### src/rtl/fft_ctrl.sv
// rtl/fft_ctrl.sv - in-place radix-2 DIT FFT butterfly address sequencer with write-back pipeline
// Optional issue stall input is enabled by defining FFT_CTRL_STALL_EN.
module fft_ctrl #(
    parameter int LOG2N  = 3,
    parameter int WB_LAT = 2
) (
    input  logic                     clk_i,
    input  logic                     rst_i,
    input  logic                     start_i,
`ifdef FFT_CTRL_STALL_EN
    input  logic                     stall_i,
`endif
    output logic                     busy_o,
    output logic                     done_o,
    output logic [$clog2(LOG2N)-1:0] stage_o,
    output logic                     rd_en_o,
    output logic [LOG2N-1:0]         rd_a_addr_o,
    output logic [LOG2N-1:0]         rd_b_addr_o,
    output logic [LOG2N-2:0]         tw_addr_o,
    output logic                     wr_en_o,
    output logic [LOG2N-1:0]         wr_a_addr_o,
    output logic [LOG2N-1:0]         wr_b_addr_o
);

    localparam int SW = $clog2(LOG2N);
    localparam int CW = $clog2(WB_LAT + 1);
    localparam logic [SW-1:0] S_LAST = SW'(LOG2N - 1);
    localparam logic [CW-1:0] D_LAST = CW'(WB_LAT - 1);

    typedef enum logic [1:0] {IDLE, RUN, DRAIN, DONE} state_t;

    state_t           state, state_n;
    logic [LOG2N-2:0] k, k_n;
    logic [SW-1:0]    s, s_n;
    logic [CW-1:0]    cnt, cnt_n;
    logic             stall;
    logic             issue;

`ifdef FFT_CTRL_STALL_EN
    assign stall = stall_i;
`else
    assign stall = 1'b0;
`endif

    always_ff @(posedge clk_i) begin
        if (rst_i) begin
            state <= IDLE;
            k     <= '0;
            s     <= '0;
            cnt   <= '0;
        end else begin
            state <= state_n;
            k     <= k_n;
            s     <= s_n;
            cnt   <= cnt_n;
        end
    end

    always_comb begin
        state_n = state;
        k_n     = k;
        s_n     = s;
        cnt_n   = cnt;
        issue   = 1'b0;
        case (state)
            IDLE: begin
                if (start_i) begin
                    state_n = RUN;
                    k_n     = '0;
                    s_n     = '0;
                end
            end
            RUN: begin
                if (!stall) begin
                    issue = 1'b1;
                    // k is all ones on the last butterfly of a stage (k_max = N/2-1)
                    if (&k) begin
                        state_n = DRAIN;
                        k_n     = '0;
                        cnt_n   = '0;
                    end else begin
                        k_n = k + 1'b1;
                    end
                end
            end
            DRAIN: begin
                if (cnt == D_LAST) begin
                    cnt_n = '0;
                    if (s != S_LAST) begin
                        s_n     = s + 1'b1;
                        state_n = RUN;
                    end else begin
                        state_n = DONE;
                    end
                end else begin
                    cnt_n = cnt + 1'b1;
                end
            end
            DONE: begin
                state_n = IDLE;
            end
            default: begin
                state_n = IDLE;
            end
        endcase
    end

    // span = 1<<s; a keeps the low s bits of k and inserts a zero at bit s
    logic [LOG2N-1:0] kx, span, pos, grp, a_c, b_c;
    logic [LOG2N-2:0] tw_c;

    always_comb begin
        kx   = {1'b0, k};
        span = LOG2N'(1) << s;
        pos  = kx & (span - LOG2N'(1));
        grp  = kx >> s;
        a_c  = ((grp << s) << 1) | pos;
        b_c  = a_c | span;
        tw_c = (LOG2N-1)'(pos << (LOG2N - 1 - int'(s)));
    end

    logic [LOG2N-1:0] last_a, last_b;
    logic [LOG2N-2:0] last_tw;

    always_ff @(posedge clk_i) begin
        if (rst_i) begin
            last_a  <= '0;
            last_b  <= '0;
            last_tw <= '0;
        end else if (issue) begin
            last_a  <= a_c;
            last_b  <= b_c;
            last_tw <= tw_c;
        end
    end

    assign rd_en_o     = issue;
    assign rd_a_addr_o = issue ? a_c  : last_a;
    assign rd_b_addr_o = issue ? b_c  : last_b;
    assign tw_addr_o   = issue ? tw_c : last_tw;

    // Free-running write-back delay line; reset drops any in-flight writes
    logic             pv [WB_LAT];
    logic [LOG2N-1:0] pa [WB_LAT];
    logic [LOG2N-1:0] pb [WB_LAT];

    always_ff @(posedge clk_i) begin
        if (rst_i) begin
            for (int i = 0; i < WB_LAT; i++) begin
                pv[i] <= 1'b0;
                pa[i] <= '0;
                pb[i] <= '0;
            end
        end else begin
            pv[0] <= issue;
            pa[0] <= rd_a_addr_o;
            pb[0] <= rd_b_addr_o;
            for (int i = 1; i < WB_LAT; i++) begin
                pv[i] <= pv[i-1];
                pa[i] <= pa[i-1];
                pb[i] <= pb[i-1];
            end
        end
    end

    assign wr_en_o     = pv[WB_LAT-1];
    assign wr_a_addr_o = pa[WB_LAT-1];
    assign wr_b_addr_o = pb[WB_LAT-1];

    assign busy_o  = (state == RUN) || (state == DRAIN);
    assign done_o  = (state == DONE);
    assign stage_o = s;

endmodule

### config.mk
export PLATFORM = sky130hd
export DESIGN_NAME = fft_ctrl
export DESIGN_NICKNAME = d
export VERILOG_FILES = /design/src/rtl/fft_ctrl.sv
export SDC_FILE = /design/constraint.sdc
export NUM_CORES = 1
export LEC_CHECK = 0
export ABC_AREA = 1
export CORE_MARGIN = 2
export CORE_UTILIZATION = 34
export CTS_CLUSTER_DIAMETER = 200
export DETAILED_ROUTE_END_ITERATION = 10
export PLACE_DENSITY = 0.56
export SYNTH_ARGS = -nofsm -noshare
export SYNTH_HDL_FRONTEND = slang
export SYNTH_SLANG_ARGS = --single-unit
### constraint.sdc
create_clock -name clk_i -period 4.45 [get_ports clk_i]
set_clock_uncertainty 0.05 [all_clocks]
set_input_delay 0.89 -clock clk_i [delete_from_list [all_inputs] [get_ports clk_i]]
set_output_delay 0.89 -clock clk_i [all_outputs]
set_load 0.1 [all_outputs]
Word-level counts from Yosys, hierarchy flattened
Memories as Yosys holds them, arrays and structs flattened.
Index checks and enable logic that the tools add are counted.
Widths: inputs -> output; s select.
{ "totals": {"output_inout_bits": 20, "ramBits": 14, "n_memories": 3, "regBits": 16} }
{ "memory_table": {"columns": ["name", "words", "word_bits", "rd", "rd_ports_with_merged_regs", "wr", "line_no", "source"], "rows": [
  ["pa", 2, 3, 2, 0, 2, "144", "logic [LOG2N-1:0] pa [WB_LAT];"],
  ["pb", 2, 3, 2, 0, 2, "145", "logic [LOG2N-1:0] pb [WB_LAT];"],
  ["pv", 2, 1, 2, 0, 2, "143", "logic pv [WB_LAT];"]
]} }
{ "classes": {"n_mux": 27, "add_sub_neg": 5, "n_eq_ne": 9, "bitwise": 9, "n_shift": 4, "reduce_logical": 10} }
{ "ops": {"columns": ["cell", "count"], "rows": [
  ["$shl 3x32->2", 1],
  ["$mux 2", 11],
  ["$mux 3", 6],
  ["$pmux 2 s2", 3],
  ["$ne 2x2->1 const B", 5],
  ["$pmux 2 s4", 1],
  ["$add 2x1->2 const B", 3],
  ["$mux 1", 6],
  ["$or 1x1->1", 6],
  ["$or 3x3->3", 2],
  ["$reduce_and 2->1", 3],
  ["$reduce_bool 2->1", 3],
  ["$eq 2x1->1 const B", 2],
  ["$eq 2x2->1 const B", 2],
  ["$reduce_and 4->1", 1],
  ["$and 2x3->3", 1],
  ["$reduce_and 3->1", 1],
  ["$shl 1x2->3 const A", 1],
  ["$shl 3x2->2", 1],
  ["$shr 2x2->3", 1],
  ["$sub 2x2->3 const A", 1],
  ["$sub 3x1->3 const B", 1],
  ["$logic_not 2->1", 1],
  ["$logic_or 1x1->1", 1]
]} }

Longest topological paths before layout
Gate-level depths: netlist of the first run.
{ "depth": {"word_depth": 7, "mapped_depth": 8, "ltp_nobuf": 8} }

Worst setup path before layout of the first run
OpenSTA, ideal clock, no wires.
{ "synth_timing": {"path_type": "flip-flop to output port", "start": "register s[0] (netlist: stage_o[0])", "end": "output port rd_a_addr_o[1]", "arrival_time_ps": 3062, "required_ps": 3510, "path_slack_ps": 448, "path_stages_with_launch": 8, "cell_sequence": "dfxtp_1 > inv_1 > ha_1 > nand2_1 > nand3_1 > nand2_1 > nor2_1 > nor2_1"} }
{ "synth_via": {"elab_chain_cells": 5, "word_cells_on_any_way": 7, "classes_between": "add/sub: 1; shift: 3; mux: 1; bitwise: 2"} }
{ "synth_rtl": {"columns": ["element", "line_no", "source"], "rows": [
  ["start, declared", "34", "logic [SW-1:0] s, s_n;"],
  ["start signal, assigned", "54", "s <= s_n;"],
  ["$shl 1x2->3", "114", "span = LOG2N'(1) << s;"],
  ["$sub 3x1->3", "115", "pos = kx & (span - LOG2N'(1));"],
  ["$and 2x3->3", "115", null],
  ["$or 3x3->3 *", "117", "a_c = ((grp << s) << 1) | pos;"],
  ["$mux 3 *", null, null],
  ["end, declared", "17", "output logic [LOG2N-1:0] rd_a_addr_o,"]
]} }
Mark *: on every way between the ends. The rest lies on a longest branch, timed or not.

Worst setup path in the final report of the first run
{ "layout_timing": {"start": "register state[1]", "end": "output port rd_a_addr_o[2]"} }
{ "layout_via": {"elab_chain_cells": 3} }
{ "layout_rtl": {"columns": ["element", "line_no", "source"], "rows": [
  ["start, declared", "32", "state_t state, state_n;"],
  ["start signal, assigned", "52", "state <= state_n;"],
  ["$eq 2x1->1", "65", "case (state)"],
  ["$mux 1", "65", null],
  ["$mux 3", null, null]
]} }
No other way between the ends.

==> impl_metrics.tcl, run 1 <==
set metrics [dict create \
    synth_cells 149 \
    startpoint_type "flop" \
    drtPass1Iterations 4 \
    fin_nets 185 \
    postCtsHoldBufs 0 \
    met2_length_um 1023 \
    hp-class "flop to flop" \
    ys_seq_area_share_pct 43.79 \
    setup_viol 0 \
    cts_resized 0 \
    finalHoldViolations 0 \
    cts.sinks 24 \
    final_antenna_net_count 0 \
    drcViolationCount 0 \
    die_w_um 60.81 \
    reg2reg_from "state[1]" \
    tns_ns 0 \
    portBuffers 22 \
    grt_first_pass_wirelength_um 3836 \
    cts_setup_buffers 0 \
    finalWirelength_um 2160 \
    cts_buffer_depth 2 \
    die_area_mm2 0.003698 \
    tightest_slew_ns 0.9855 \
    grtUsageTotal_pct 13.88 \
    dp_hpwl_um 1597 \
    crit_required_ns 3.51 \
    synth.area.top_cells "dfxtp_1 (44%), nand2_1 (11%), ha_1 (10%)" \
    top_layer_used "met3" \
    met1_length_um 1044 \
    fin_crit_ns 3.600 \
    via_per_inst 4.519 \
    vias 976 \
    htreeDepth 1 \
    antenna_found_initial 0 \
    r2r_cells 8 \
    drive_gt1_share_pct 7.558 \
    fin_crit_sh_pct 80.90 \
    status "finished clean" \
    cts-buffers-inserted 3 \
    drt_iter0_drc 51 \
    drv_slew 0 \
    initial_core_util_pct 35.94 \
    max_freq_ghz 0.2778 \
    die_height_um 60.81 \
    yosys_warnings 0 \
    slew_headroom_pct 34.09 \
    synthesis.nets 161 \
    grt.overflow.total 0 \
    hold_end "pv[0][1]" \
    reg2reg_to "cnt[0]" \
    num_rows 20 \
    io_pins 23 \
    cp-end-kind "output port" \
    rsz0062_at_grt "false" \
    synth_top_cell_by_area "dfxtp_1" \
    cts_root_buf "clkbuf_4" \
    worstPathMaxFanout 12 \
    clk_latency_ns 0.31 \
    final.fill_count 321 \
    criticalPathCategory "flop to output port" \
    syn_avg_cell_area_um2 7.364 \
    grt_start_max_net_pins 22 \
    synthToLayoutAreaGrowth_pct 27.14 \
    path_clk_slew_ns 0.14 \
    route.met3.wl_um 91 \
    place_congestion 0.7989 \
    arrival_ns 2.66 \
    synth_top_cell_area_share_pct 43.79 \
    synth_cell_type_count 17 \
    coreArea_mm2 0.003053 \
    ys_seq_elements 24 \
    netlist_area_mm2 0.001097 \
    rrSetupSlack_ns 2.70 \
    hold_depth 2 \
    tritoncts "built" \
    hp-start "pv[0][0]" \
    drv_cap 0 \
    grt_pass1_vias 880 \
    diodes 0 \
    wl_per_cell_um 10.00 \
]
worst max-delay path, cell delays in order, from the launching register on:
cell,delay [ns]
dfxtp_1,0.39
inv_1,0.09
ha_1,0.34
inv_2,0.22
nand2_1,0.09
nand2_1,0.07
clkdlybuf4s50_1,1.12
metal layers:
layer,up-vias,global-route usage [%]
met4,0,5.590
met1,442,17.75
met5,-,0
met3,0,3.838
met2,19,22.12
li1,515,-
cells in the mapped netlist (all sizes together):
master and n:
a21oi 15, buf 3, dfxtp 24, ha 9, inv 24, nand2 33
nand3 8, nand3b 1, nand4 3, nor2 18, nor3 2, o21ai 9
cell type report:
type | instances | area, µm² | area share (%)
Clock inverter | 1 | 30.03 | 2.152
Timing Repair Buffer | 22 | 207.7 | 14.89
Tap cell | 44 | 55.05 | 3.946
Sequential cell | 24 | 480.5 | 34.44
Inverter | 24 | 90.09 | 6.457
Multi-Input combinational cell | 98 | 509.2 | 36.50
Clock buffer | 3 | 22.52 | 1.614
cell families (layout without fill, tap and decap cells):
kind of cell	count (synthesis)	after routing	synth area share [%]
simple gates	65	65	24.86
buf+inv	27	50	9.806
fa+ha+maj	9	9	10.26
compound gates	24	24	11.29
flops	24	24	43.79
how the worst max path moves through the flow:
| stage | from | endpoint | slack [ns] | cells past startpoint |
|---|---|---|---|---|
| 2_1_floorplan | stage_o[0] | rd_a_addr_o[1] | 0.45 | 7 |
| 3_3_place_gp | state[1] | rd_a_addr_o[2] | 1.23 | 6 |
| 3_5_place_dp | state[1] | rd_b_addr_o[0] | 1.19 | 5 |
| 4_1_cts | state[1] | rd_a_addr_o[2] | 0.82 | 6 |
| 5_1_grt | state[1] | rd_b_addr_o[0] | 0.63 | 5 |
| 6_report | state[1] | rd_a_addr_o[2] | 0.85 | 6 |
per-stage QoR:
stage | cell area [µm²] | setup WS, ns | instances | utilization (%) | hold WS [ns]
after global routing | 1395 | 0.6273 | 216 | 45.70 | 0.3879
after CTS | 1395 | 0.8186 | 216 | 45.70 | 0.3633
after global placement | 1343 | 1.230 | 212 | 43.98 | 0.3427
after floorplan | 1097 | 0.4482 | 149 | - | 0.3383
final | 1395 | 0.8501 | 216 | 45.70 | 0.3617
after detailed placement | 1343 | 1.191 | 212 | 43.98 | 0.3442
sequential cells by signal, indices dropped and copies added, names as in the netlist:
register  cells
cnt           2
k             2
last_a        2
last_b        2
last_tw       2
pa            4
pb            4
pv            2
stage_o       2
state         2
placed cells by master (no fill, tap or decap):
cell | synthesis | routed
clkbuf_4 | 0 | 3
ha_1 | 9 | 9
bufinv_16 | 0 | 1
nand2_1 | 33 | 33
nor2_2 | 2 | 2
inv_1 | 23 | 23
dfxtp_1 | 24 | 24
o21ai_2 | 1 | 1
clkdlybuf4s50_1 | 0 | 17
nor3_1 | 2 | 2
nand3b_1 | 1 | 1
nor2_1 | 16 | 16
a21oi_1 | 15 | 15
inv_2 | 1 | 1
nand3_1 | 8 | 8
o21ai_0 | 6 | 6
buf_4 | 1 | 5
o21ai_1 | 2 | 2
nand4_1 | 3 | 3
Power of run 1 is not shown: default switching activity piles up to over one toggle a cycle in this logic, so the estimate is an artifact.
==> run 2, diff against run 1 <==
--- a/config.mk
+++ b/config.mk
@@ -10,7 +10,7 @@
 export CORE_UTILIZATION = 34
 export CTS_CLUSTER_DIAMETER = 200
 export DETAILED_ROUTE_END_ITERATION = 10
-export PLACE_DENSITY = 0.56
+export PLACE_DENSITY = 0.58
 export SYNTH_ARGS = -nofsm -noshare
 export SYNTH_HDL_FRONTEND = slang
 export SYNTH_SLANG_ARGS = --single-unit
==> constraint.sdc (replaced) <==
create_clock -name clk_i -period 3 [get_ports clk_i]
set_clock_uncertainty 0.05 [all_clocks]
set_input_delay 0.6 -clock clk_i [delete_from_list [all_inputs] [get_ports clk_i]]
set_output_delay 0.6 -clock clk_i [all_outputs]
set_load 0.1 [all_outputs]
==> run 2 against run 1 <==
Against the previous run: global-route usage is 0.78 points lower; worst hold slack better by 0.0043 ns; via count is 1.3% lower; critical path depth is 3 higher; clock-buffer cell count is 1 higher; die area stayed put; largest cell class unchanged.
==> impl_metrics.tcl, run 2 (synthesis results as in run 1) <==
set metrics [dict create \
    antenna_found_initial 0 \
    initial_core_util_pct 35.94 \
    grt_pass1_vias 860 \
    htreeDepth 1 \
    postCtsHoldBufs 0 \
    multi_input_area_um2 519.2 \
    worstPathMaxFanout 7 \
    cts_resized 0 \
    portBuffers 22 \
    cts_setup_buffers 0 \
    reg2reg_from "state[1]" \
    crit_required_ns 2.35 \
    final_antenna_net_count 0 \
    cts_buffer_depth 2 \
    fin_nets 186 \
    slew_headroom_pct 78.88 \
    finalWirelength_um 2116 \
    criticalPathCategory "flop to output port" \
    drive_gt1_share_pct 19.08 \
    via_per_inst 4.438 \
    final.fill_count 344 \
    drtPass1Iterations 4 \
    drcViolationCount 0 \
    max_freq_ghz 0.3907 \
    drt_iter0_drc 47 \
    final_common_cell "nand2_1" \
    tns_ns 0 \
    vias 963 \
    status "finished clean" \
    cts_root_buf "clkbuf_4" \
    cp-end-kind "output port" \
    tightest_slew_ns 0.3168 \
    diodes 0 \
    finalHoldViolations 0 \
    num_rows 20 \
    io_pins 23 \
    clk_latency_ns 0.30 \
    regArea_um2 483.0 \
    hp-start "pv[0][0]" \
    place_congestion 0.7937 \
    grt_first_pass_wirelength_um 3719 \
    die_w_um 60.81 \
    drv_slew 0 \
    fin_crit_ns 2.559 \
    tritoncts "built" \
    cts-buffers-inserted 3 \
    grt.overflow.total 0 \
    reg_top3 "pa x4, pb x4" \
    synthToLayoutAreaGrowth_pct 24.06 \
    rsz0062_at_grt "false" \
    grt_start_max_net_pins 16 \
    setup_viol 0 \
    startpoint_type "flop" \
    dp_hpwl_um 1662 \
    path_clk_slew_ns 0.13 \
    grtUsageTotal_pct 13.10 \
    coreArea_mm2 0.003053 \
    die_height_um 60.81 \
    fin_crit_sh_pct 85.31 \
    hp-class "flop to flop" \
    drv_cap 0 \
    die_area_mm2 0.003698 \
    wl_per_cell_um 9.751 \
    arrival_ns 1.91 \
    layout_common_cells "nand2_1 (33), inv_1 (23), dfxtp_1 (22), buf_4 (21)" \
    startpoint "stage_o[0]" \
    cts.sinks 24 \
]
run 2: path summary, 6_finish.rpt:
check	slack, ns	endpoint	cells past startpoint
max	0.44	rd_a_addr_o[1]	9
max reg2reg	1.40	cnt[0]	8
min	0.37	pv[0][1]	2
min reg2reg	0.37	pv[0][1]	2
run 2: cell type report:
| cell class | instances | area share (%) |
|---|---|---|
| timing repair buffer | 23 | 13.05 |
| tap | 44 | 4.044 |
| multi-input combinational | 98 | 38.14 |
| inverter | 24 | 6.618 |
| clock buffer | 4 | 2.665 |
| sequential | 24 | 35.48 |
run 2: routing by layer:
layer / vias up / routed length, µm / global-route usage, %
met5: - / 0 / 0
li1: 516 / - / -
met4: 0 / 19 / 3.727
met1: 426 / 1072 / 18.57
met3: 2 / 105 / 2.985
met2: 19 / 919 / 19.97
run 2: worst max-delay path, stage by stage, from the launching register on:
cell     delay [ns]
dfxtp_2        0.42
inv_1          0.12
ha_1           0.25
inv_1          0.10
nand2_1        0.07
nand3_1        0.11
nand2_1        0.06
nor2_1         0.21
nor2_4         0.04
buf_4          0.23
run 2: metrics by stage:
step / area (µm²) / hold slack [ns] / instances / util [%] / worst slack [ns]
floorplan: 1110 / 0.3383 / 149 / - / 0.2096
global placement: 1325 / 0.3421 / 213 / 43.40 / 0.8666
detailed placement: 1325 / 0.3515 / 213 / 43.40 / 0.8042
CTS: 1361 / 0.3699 / 217 / 44.59 / 0.4389
global route: 1361 / 0.4043 / 217 / 44.59 / 0.2506
finish: 1361 / 0.3660 / 217 / 44.59 / 0.4407
Power of run 2 is left out for the same reason.
==> run 3, diff against run 2 <==
--- a/config.mk
+++ b/config.mk
@@ -10,7 +10,7 @@
 export CORE_UTILIZATION = 34
 export CTS_CLUSTER_DIAMETER = 200
 export DETAILED_ROUTE_END_ITERATION = 10
-export PLACE_DENSITY = 0.58
+export SLEW_MARGIN = 25
 export SYNTH_ARGS = -nofsm -noshare
 export SYNTH_HDL_FRONTEND = slang
 export SYNTH_SLANG_ARGS = --single-unit
==> run 3 against run 2 <==
Against the previous run: clock-buffer cell count unchanged; largest cell class unchanged; die area unchanged; sequential cell count unchanged; setup slack better by 0.022 ns; via count down 0.73%; worst hold slack better by 0.0078 ns.
==> impl_metrics.tcl, run 3 (synthesis results as in run 1) <==
set metrics [dict create \
    final_common_cell "nand2_1" \
    placed_cells 213 \
    drcViolationCount 0 \
    criticalPathCategory "flop to output port" \
    cts_setup_buffers 0 \
    cts.sinks 24 \
    tritoncts "built" \
    synthToLayoutAreaGrowth_pct 24.06 \
    num_rows 20 \
    io_pins 23 \
    drt_iter0_drc 15 \
    grt.overflow.total 0 \
    grt-busiest-layer "met2" \
    cts_buffer_depth 2 \
    crit_required_ns 2.35 \
    grt_use_met3_pct 2.985 \
    cts_resized 0 \
    finalHoldViolations 0 \
    wl_per_cell_um 9.553 \
    antenna_found_initial 0 \
    cts_root_buf "clkbuf_4" \
    coreArea_mm2 0.003053 \
    worstPathCellList "inv_1 > ha_1 > inv_1 > nand2_1 > nand3_1 > nand2_1 > nor2_1 > nor2_4 > buf_4" \
    diodes 0 \
    fin_nets 186 \
    layout_common_cells "nand2_1 (33), inv_1 (23), dfxtp_1 (22), buf_4 (21)" \
    worstPathMaxFanout 7 \
    setup_viol 0 \
    cp_top_family "simple AND/OR/NAND/NOR gates" \
    cpMaxStageDelayCell "dfxtp_2" \
    final_antenna_net_count 0 \
    grt_start_max_net_pins 14 \
    max_freq_ghz 0.3942 \
    initial_core_util_pct 35.94 \
    startpoint_type "flop" \
    clk_latency_ns 0.31 \
    grt.met2_usage_pct 21.04 \
    place_congestion 0.8151 \
    grtUsageTotal_pct 12.70 \
    via_per_inst 4.406 \
    fin_crit_ns 2.537 \
    final_cells 217 \
    grtUsageMet1_pct 16.47 \
    tightest_slew_ns 0.3534 \
    cts-buffers-inserted 3 \
    arrival_ns 1.89 \
    vias 956 \
    dp_hpwl_um 1615 \
    rsz0062_at_grt "false" \
    grt_first_pass_wirelength_um 3629 \
    reg_top3 "pa x4, pb x4" \
    drive_gt1_share_pct 19.08 \
    die_w_um 60.81 \
    finalWirelength_um 2073 \
    status "finished clean" \
    hp-class "flop to flop" \
    die_area_mm2 0.003698 \
    cp-end-kind "output port" \
    die_height_um 60.81 \
    tns_ns 0 \
    cp_num_buf_inv 3 \
    portBuffers 22 \
    drv_slew 0 \
    fin_crit_sh_pct 84.56 \
    postCtsHoldBufs 0 \
    drv_cap 0 \
    grt_pass1_vias 897 \
    htreeDepth 1 \
    worst_path_largest_cell_delay_ns 0.41 \
    slew_headroom_pct 76.36 \
    path_clk_slew_ns 0.13 \
    drtPass1Iterations 4 \
]
## run 3: cell counts in the layout (fill, tap and decap cells not counted)
No cell type changed its count.
## run 3: path summary, 6_finish.rpt
kind	startpoint	end	slack, ns	cells after the start
max	stage_o[0]	rd_a_addr_o[1]	0.46	9
min	pv[0][0]	pv[0][1]	0.37	2
max reg2reg	state[1]	cnt[0]	1.38	8
min reg2reg	pv[0][0]	pv[0][1]	0.37	2
## run 3: metrics by stage
stage	area [µm²]	setup WS, ns	utilization, %	hold WS [ns]
4_1_cts	1361	0.4503	44.59	0.3788
2_1_floorplan	1110	0.2096	-	0.3383
3_5_place_dp	1325	0.8187	43.40	0.3603
6_report	1361	0.4631	44.59	0.3739
5_1_grt	1361	0.2862	44.59	0.3812
3_3_place_gp	1325	0.8460	43.40	0.3440
## run 3: layer usage
layer	up-vias	share of wire, %
li1	514	-
met1	421	50
met2	19	45
met3	2	5.1
met4	0	0.68
met5	-	0
## run 3: layout make-up
type / count / area [µm²]
clock buffers: 4 / 36.28
fillers: 331 / 1692
inverters: 24 / 90.09
multi-input cells: 98 / 519.2
flip-flops and latches: 24 / 483.0
well taps: 44 / 55.05
repair buffers: 23 / 177.7
## run 3: worst min-delay path: cells and delay by family, from the launching register on
family	cells	cell delay [ns]
buffers and inverters	1	0.04
flip-flops	1	0.33
AND/OR/NAND/NOR	1	0.03
Power of run 3 is left out for the same reason.
==> RTL edit 1: new RTL, settings of run 1 <==
The option `FFT_CTRL_STALL_EN` is turned on by a define.
--- a/src/rtl/fft_ctrl.sv
+++ b/src/rtl/fft_ctrl.sv
@@ -1,5 +1,7 @@
 // rtl/fft_ctrl.sv - in-place radix-2 DIT FFT butterfly address sequencer with write-back pipeline
 // Optional issue stall input is enabled by defining FFT_CTRL_STALL_EN.
+`define FFT_CTRL_STALL_EN
+
 module fft_ctrl #(
     parameter int LOG2N  = 3,
     parameter int WB_LAT = 2
Interface: changed (added stall_i); port bits go from 23 to 24. The function was not compared with the original's and may differ.
==> RTL edit 1 against run 1 <==
First-iteration DRC count down 47%; setup slack better by 370 ps; synthesized area up 4.9%; routed wire length up 10%; cell area up 4.4%; sequential cell count unchanged.
==> RTL edit 1: results (changes against run 1) <==
----------------------------------------------------
[Detailed routing]
  Average vias per placed instance ... 4.44 (was 4.52)
  Wire length per cell ... 10.5 um (was 10.0 um)

[Critical path]
  Worst EP arrival ... 2290 ps (was 2660 ps)
  FF-to-FF Start ... stage_o[0]$_SDFFE_PP0P_ (was state[1]$_SDFFE_PP0P_)
  Worst Setup EP ... busy_o (was rd_a_addr_o[2])
  Origin of the worst setup path ... state[0]$_SDFFE_PP0P_ (was state[1]$_SDFFE_PP0P_)
  Worst reg2reg path endpoint ... last_b[1]$_SDFF_PP0_ (was cnt[0]$_SDFFE_PP0P_)
  Maximum fanout along the worst path ... 5 (was 12)
  Setup slack of the worst register-to-register path ... 2830 ps (was 2700 ps)

[Place]
  Placement-stage worst setup slack ... 1250 ps (was 1190 ps)
  # placed instances ... 222 (was 212)
  Placer's final routability congestion estimate ... 0.861 (was 0.799)
  HPWL after DPL ... 1760 um (was 1600 um)

[Clock tree]
  Post-CTS setup repair buffer count ... 0 (unchanged)

[Logic synthesis]
  Cells taking the most area after synthesis ... sky130_fd_sc_hd__dfxtp_1 42%, sky130_fd_sc_hd__nand2_1 11%, sky130_fd_sc_hd__ha_1 11%, sky130_fd_sc_hd__inv_1 7.8%, sky130_fd_sc_hd__nor2_1 7.2% (was sky130_fd_sc_hd__dfxtp_1 44%, sky130_fd_sc_hd__nand2_1 11%, sky130_fd_sc_hd__ha_1 10%, sky130_fd_sc_hd__inv_1 7.9%, sky130_fd_sc_hd__a21oi_1 6.8%)
  Post-synthesis sequential area ratio ... 41.7% (was 43.8%)
  Number of distinct library cells after synthesis ... 20 (was 17)

[Finish]
  # nets final ... 195 (was 185)
  Layout cell share with drive strength beyond 1 ... 10.0% (was 7.56%)
  # fillers ... 350 (was 321)

[Outcome]
  Status ... complete, no violations (unchanged)

[STA]
  Share of the clock period used by the worst path ... 72.5% (was 80.9%)
  Slew at the pin closest to its max-slew limit ... 973 ps (was 985 ps)

[Global route]
  Maximum number of pins on one net before global-route repair ... 23 (was 22)
  Global-route wire length before repair ... 4220 um (was 3840 um)
  Via count of the first global-routing pass ... 967 (was 880)
  Aggregate global-route resource usage ... 13.5% (was 13.9%)

----------------------------------------------------
==> RTL edit 1: cell count changes after synthesis, moves of 2 or more <==
cell | before | now
sky130_fd_sc_hd__a21oi_1 | 15 | 12
sky130_fd_sc_hd__a21oi_2 | 0 | 2
sky130_fd_sc_hd__nand2_1 | 33 | 35
sky130_fd_sc_hd__nand2_4 | 0 | 2
sky130_fd_sc_hd__nand3_1 | 8 | 4
sky130_fd_sc_hd__nor2_1 | 16 | 22
sky130_fd_sc_hd__nor2_2 | 2 | 0
sky130_fd_sc_hd__o21ai_0 | 6 | 9
sky130_fd_sc_hd__o21ai_1 | 2 | 0
==> RTL edit 1: metal layers <==
layer | vias to the layer above | global-route usage [%] | part of all wire, %
li1 | 539 | - | -
met1 | 446 | 16.1 | 47
met2 | 15 | 23.4 | 48
met3 | 4 | 2.17 | 2.6
met4 | 0 | 6.67 | 1.8
met5 | - | 0 | 0
==> RTL edit 1: worst reg2reg max path, cell delays in order (launching register included) <==
cell and delay (ps):
sky130_fd_sc_hd__dfxtp_1 490, sky130_fd_sc_hd__inv_1 160, sky130_fd_sc_hd__ha_1 250, sky130_fd_sc_hd__inv_1 90, sky130_fd_sc_hd__nand2_1 70, sky130_fd_sc_hd__nand3_1 100
sky130_fd_sc_hd__nand4_1 90, sky130_fd_sc_hd__o21ai_0 120, sky130_fd_sc_hd__nor2_1 60
==> RTL edit 1: final cells by class <==
class                   instances  area (sq um)  area share [%]
clock inverters                 1          30.0            2.06
flip-flops and latches         24           480            33.0
inverters                      25          98.8            6.79
well taps                      46          57.6            3.95
clock buffers                   3          22.5            1.55
repair buffers                 23           208            14.3
multi-input cells             104           559            38.4
==> RTL edit 1: cells by family after synthesis <==
group / share of synthesized area (%)
compound gates: 12.7
fa+ha+maj: 10.9
flops: 41.7
simple gates: 25.0
buf+inv: 9.67
==> RTL edit 1: how the worst min path moves through the flow <==
stage	to
floorplan	pv[0][1]$_SDFF_PP0_
global placement	pv[0][1]$_SDFF_PP0_
detailed placement	pv[0][1]$_SDFF_PP0_
CTS	pv[0][1]$_SDFF_PP0_
global route	pv[0][1]$_SDFF_PP0_
finish	pv[0][1]$_SDFF_PP0_
==> RTL edit 1: metrics by stage <==
stage	instance area [sq um]	total power [W]
after floorplan	1150	0.000631
after global placement	1400	0.000712
after detailed placement	1400	0.000719
after CTS	1460	0.000881
after global routing	1460	0.000934
final	1460	0.000873
==> RTL edit 1: power by group <==
part	switching [W]	internal [W]
clock network	0.0000692	0.0000911
registers	0.0000245	0.000243
logic	0.000338	0.000108
==> RTL edit 2: new RTL, flow settings as in run 1 <==
Made on the original files. Add an input register stage for `start_i`, without a reset; this delays it by one clock.
--- a/src/rtl/fft_ctrl.sv
+++ b/src/rtl/fft_ctrl.sv
@@ -28,6 +28,12 @@
     localparam logic [CW-1:0] D_LAST = CW'(WB_LAT - 1);
 
     typedef enum logic [1:0] {IDLE, RUN, DRAIN, DONE} state_t;
+
+    logic start_q;
+
+    always_ff @(posedge clk_i) begin
+        start_q <= start_i;
+    end
 
     state_t           state, state_n;
     logic [LOG2N-2:0] k, k_n;
@@ -64,7 +70,7 @@
         issue   = 1'b0;
         case (state)
             IDLE: begin
-                if (start_i) begin
+                if (start_q) begin
                     state_n = RUN;
                     k_n     = '0;
                     s_n     = '0;
Behaviour: not the same (Yosys sat finds a counterexample within 4 cycles, from zero or initial values and one cycle with rst_i high).
==> RTL edit 2 against run 1 <==
Worst hold slack better by 2.0 ps; non-clock buffer count stayed put; register-to-register slack hardly changed; routed wire length is 0.88% lower; sequential cell count is 1 higher; largest cell class unchanged; critical path depth stayed put; synthesized area is 1.5% higher; cell area is 0.63% lower; via count is 2.3% lower; setup slack worse by 33 ps; die area is 1.4% higher; count of clock-buffer cells in the layout stayed put.
==> RTL edit 2: results (changes against run 1) <==
----------------------------------------------------
[Finish]
  # nets final ... 186 (was 185)
  Layout cell share with drive strength beyond 1 ... 8.67% (was 7.56%)
  # fillers ... 324 (was 321)

[Detailed routing]
  Iteration-0 DRC count of the detailed router ... 19 (was 51)
  Top layer reached by signal wires ... met4 (was met3)
  Met2 Wirelength ... 954 um (was 1020 um)
  Metal-1 WL ... 1050 um (was 1040 um)
  Wire length per cell ... 9.87 um (was 10.0 um)
  Wire length on met3 ... 106 um (was 91 um)
  Via total after detailed routing ... 954 (was 976)
  Total routed wirelength ... 2140 um (was 2160 um)

[Global route]
  Met2 layer usage reported by global route ... 20.7% (was 22.1%)
  Maximum number of pins on one net before global-route repair ... 23 (was 22)
  Via count of the first global-routing pass ... 830 (was 880)

[Place]
  HPWL after DPL ... 1610 um (was 1600 um)
  Cell area after placement ... 1360 sq um (was 1340 sq um)
  # placed instances ... 213 (was 212)

[Logic synthesis]
  Number of distinct library cells after synthesis ... 18 (was 17)
  Arithmetic-cell share of the synthesized area counting full adders, half adders and majority gates ... 10.1% (was 10.3%)
  Number of nets in the synthesized netlist ... 162 (was 161)
  Cells taking the most area after synthesis ... sky130_fd_sc_hd__dfxtp_1 45%, sky130_fd_sc_hd__nand2_1 13%, sky130_fd_sc_hd__ha_1 10%, sky130_fd_sc_hd__a21oi_1 8.1%, sky130_fd_sc_hd__inv_1 7.1% (was sky130_fd_sc_hd__dfxtp_1 44%, sky130_fd_sc_hd__nand2_1 11%, sky130_fd_sc_hd__ha_1 10%, sky130_fd_sc_hd__inv_1 7.9%, sky130_fd_sc_hd__a21oi_1 6.8%)
  Commonest cells post-synth ... 38 x sky130_fd_sc_hd__nand2_1, 25 x sky130_fd_sc_hd__dfxtp_1, 21 x sky130_fd_sc_hd__inv_1, 18 x sky130_fd_sc_hd__a21oi_1, 12 x sky130_fd_sc_hd__nor2_1 (was 33 x sky130_fd_sc_hd__nand2_1, 24 x sky130_fd_sc_hd__dfxtp_1, 23 x sky130_fd_sc_hd__inv_1, 16 x sky130_fd_sc_hd__nor2_1, 15 x sky130_fd_sc_hd__a21oi_1)
  Avg Synthesized Cell Area ... 7.42 sq um (was 7.36 sq um)

[STA]
  Rel. slew slack ... 34.5% (was 34.1%)
  Final worst setup slack ... 817 ps (was 850 ps)
  Worst Hold Margin ... 364 ps (was 362 ps)

[Outcome]
  Status ... complete, no violations (unchanged)

[Critical path]
  Worst EP arrival ... 2690 ps (was 2660 ps)
  Maximum fanout along the worst path ... 13 (was 12)

[Power]
  Overall power after layout ... 0.000986 W

----------------------------------------------------
-- RTL edit 2: logic make-up (layout without fill, tap and decap cells) --
group / Yosys count / in the layout
DFF: 25 / 25
and+or+nand+nor: 63 / 63
adders and majority gates: 9 / 9
AOI/OAI and AO/OA: 27 / 27
buffers and inverters: 26 / 49
-- RTL edit 2: worst paths after layout --
path	startpoint	to
setup / recovery	state[1]$_SDFFE_PP0P_	rd_b_addr_o[0]
hold / removal	pv[0][0]$_SDFF_PP0_	pv[0][1]$_SDFF_PP0_
setup reg to reg	state[1]$_SDFFE_PP0P_	state[0]$_SDFFE_PP0P_
hold reg to reg	pv[0][0]$_SDFF_PP0_	pv[0][1]$_SDFF_PP0_
-- RTL edit 2: layout make-up --
cell class              count  area, sq um  share of cell area [%]
multi-input cells          99          512                    36.9
flip-flops and latches     25          500                    36.1
repair buffers             22          205                    14.8
inverters                  23         86.3                    6.23
well taps                  44         55.1                    3.97
clock buffers               3         22.5                    1.62
clock inverters             1         5.00                   0.361
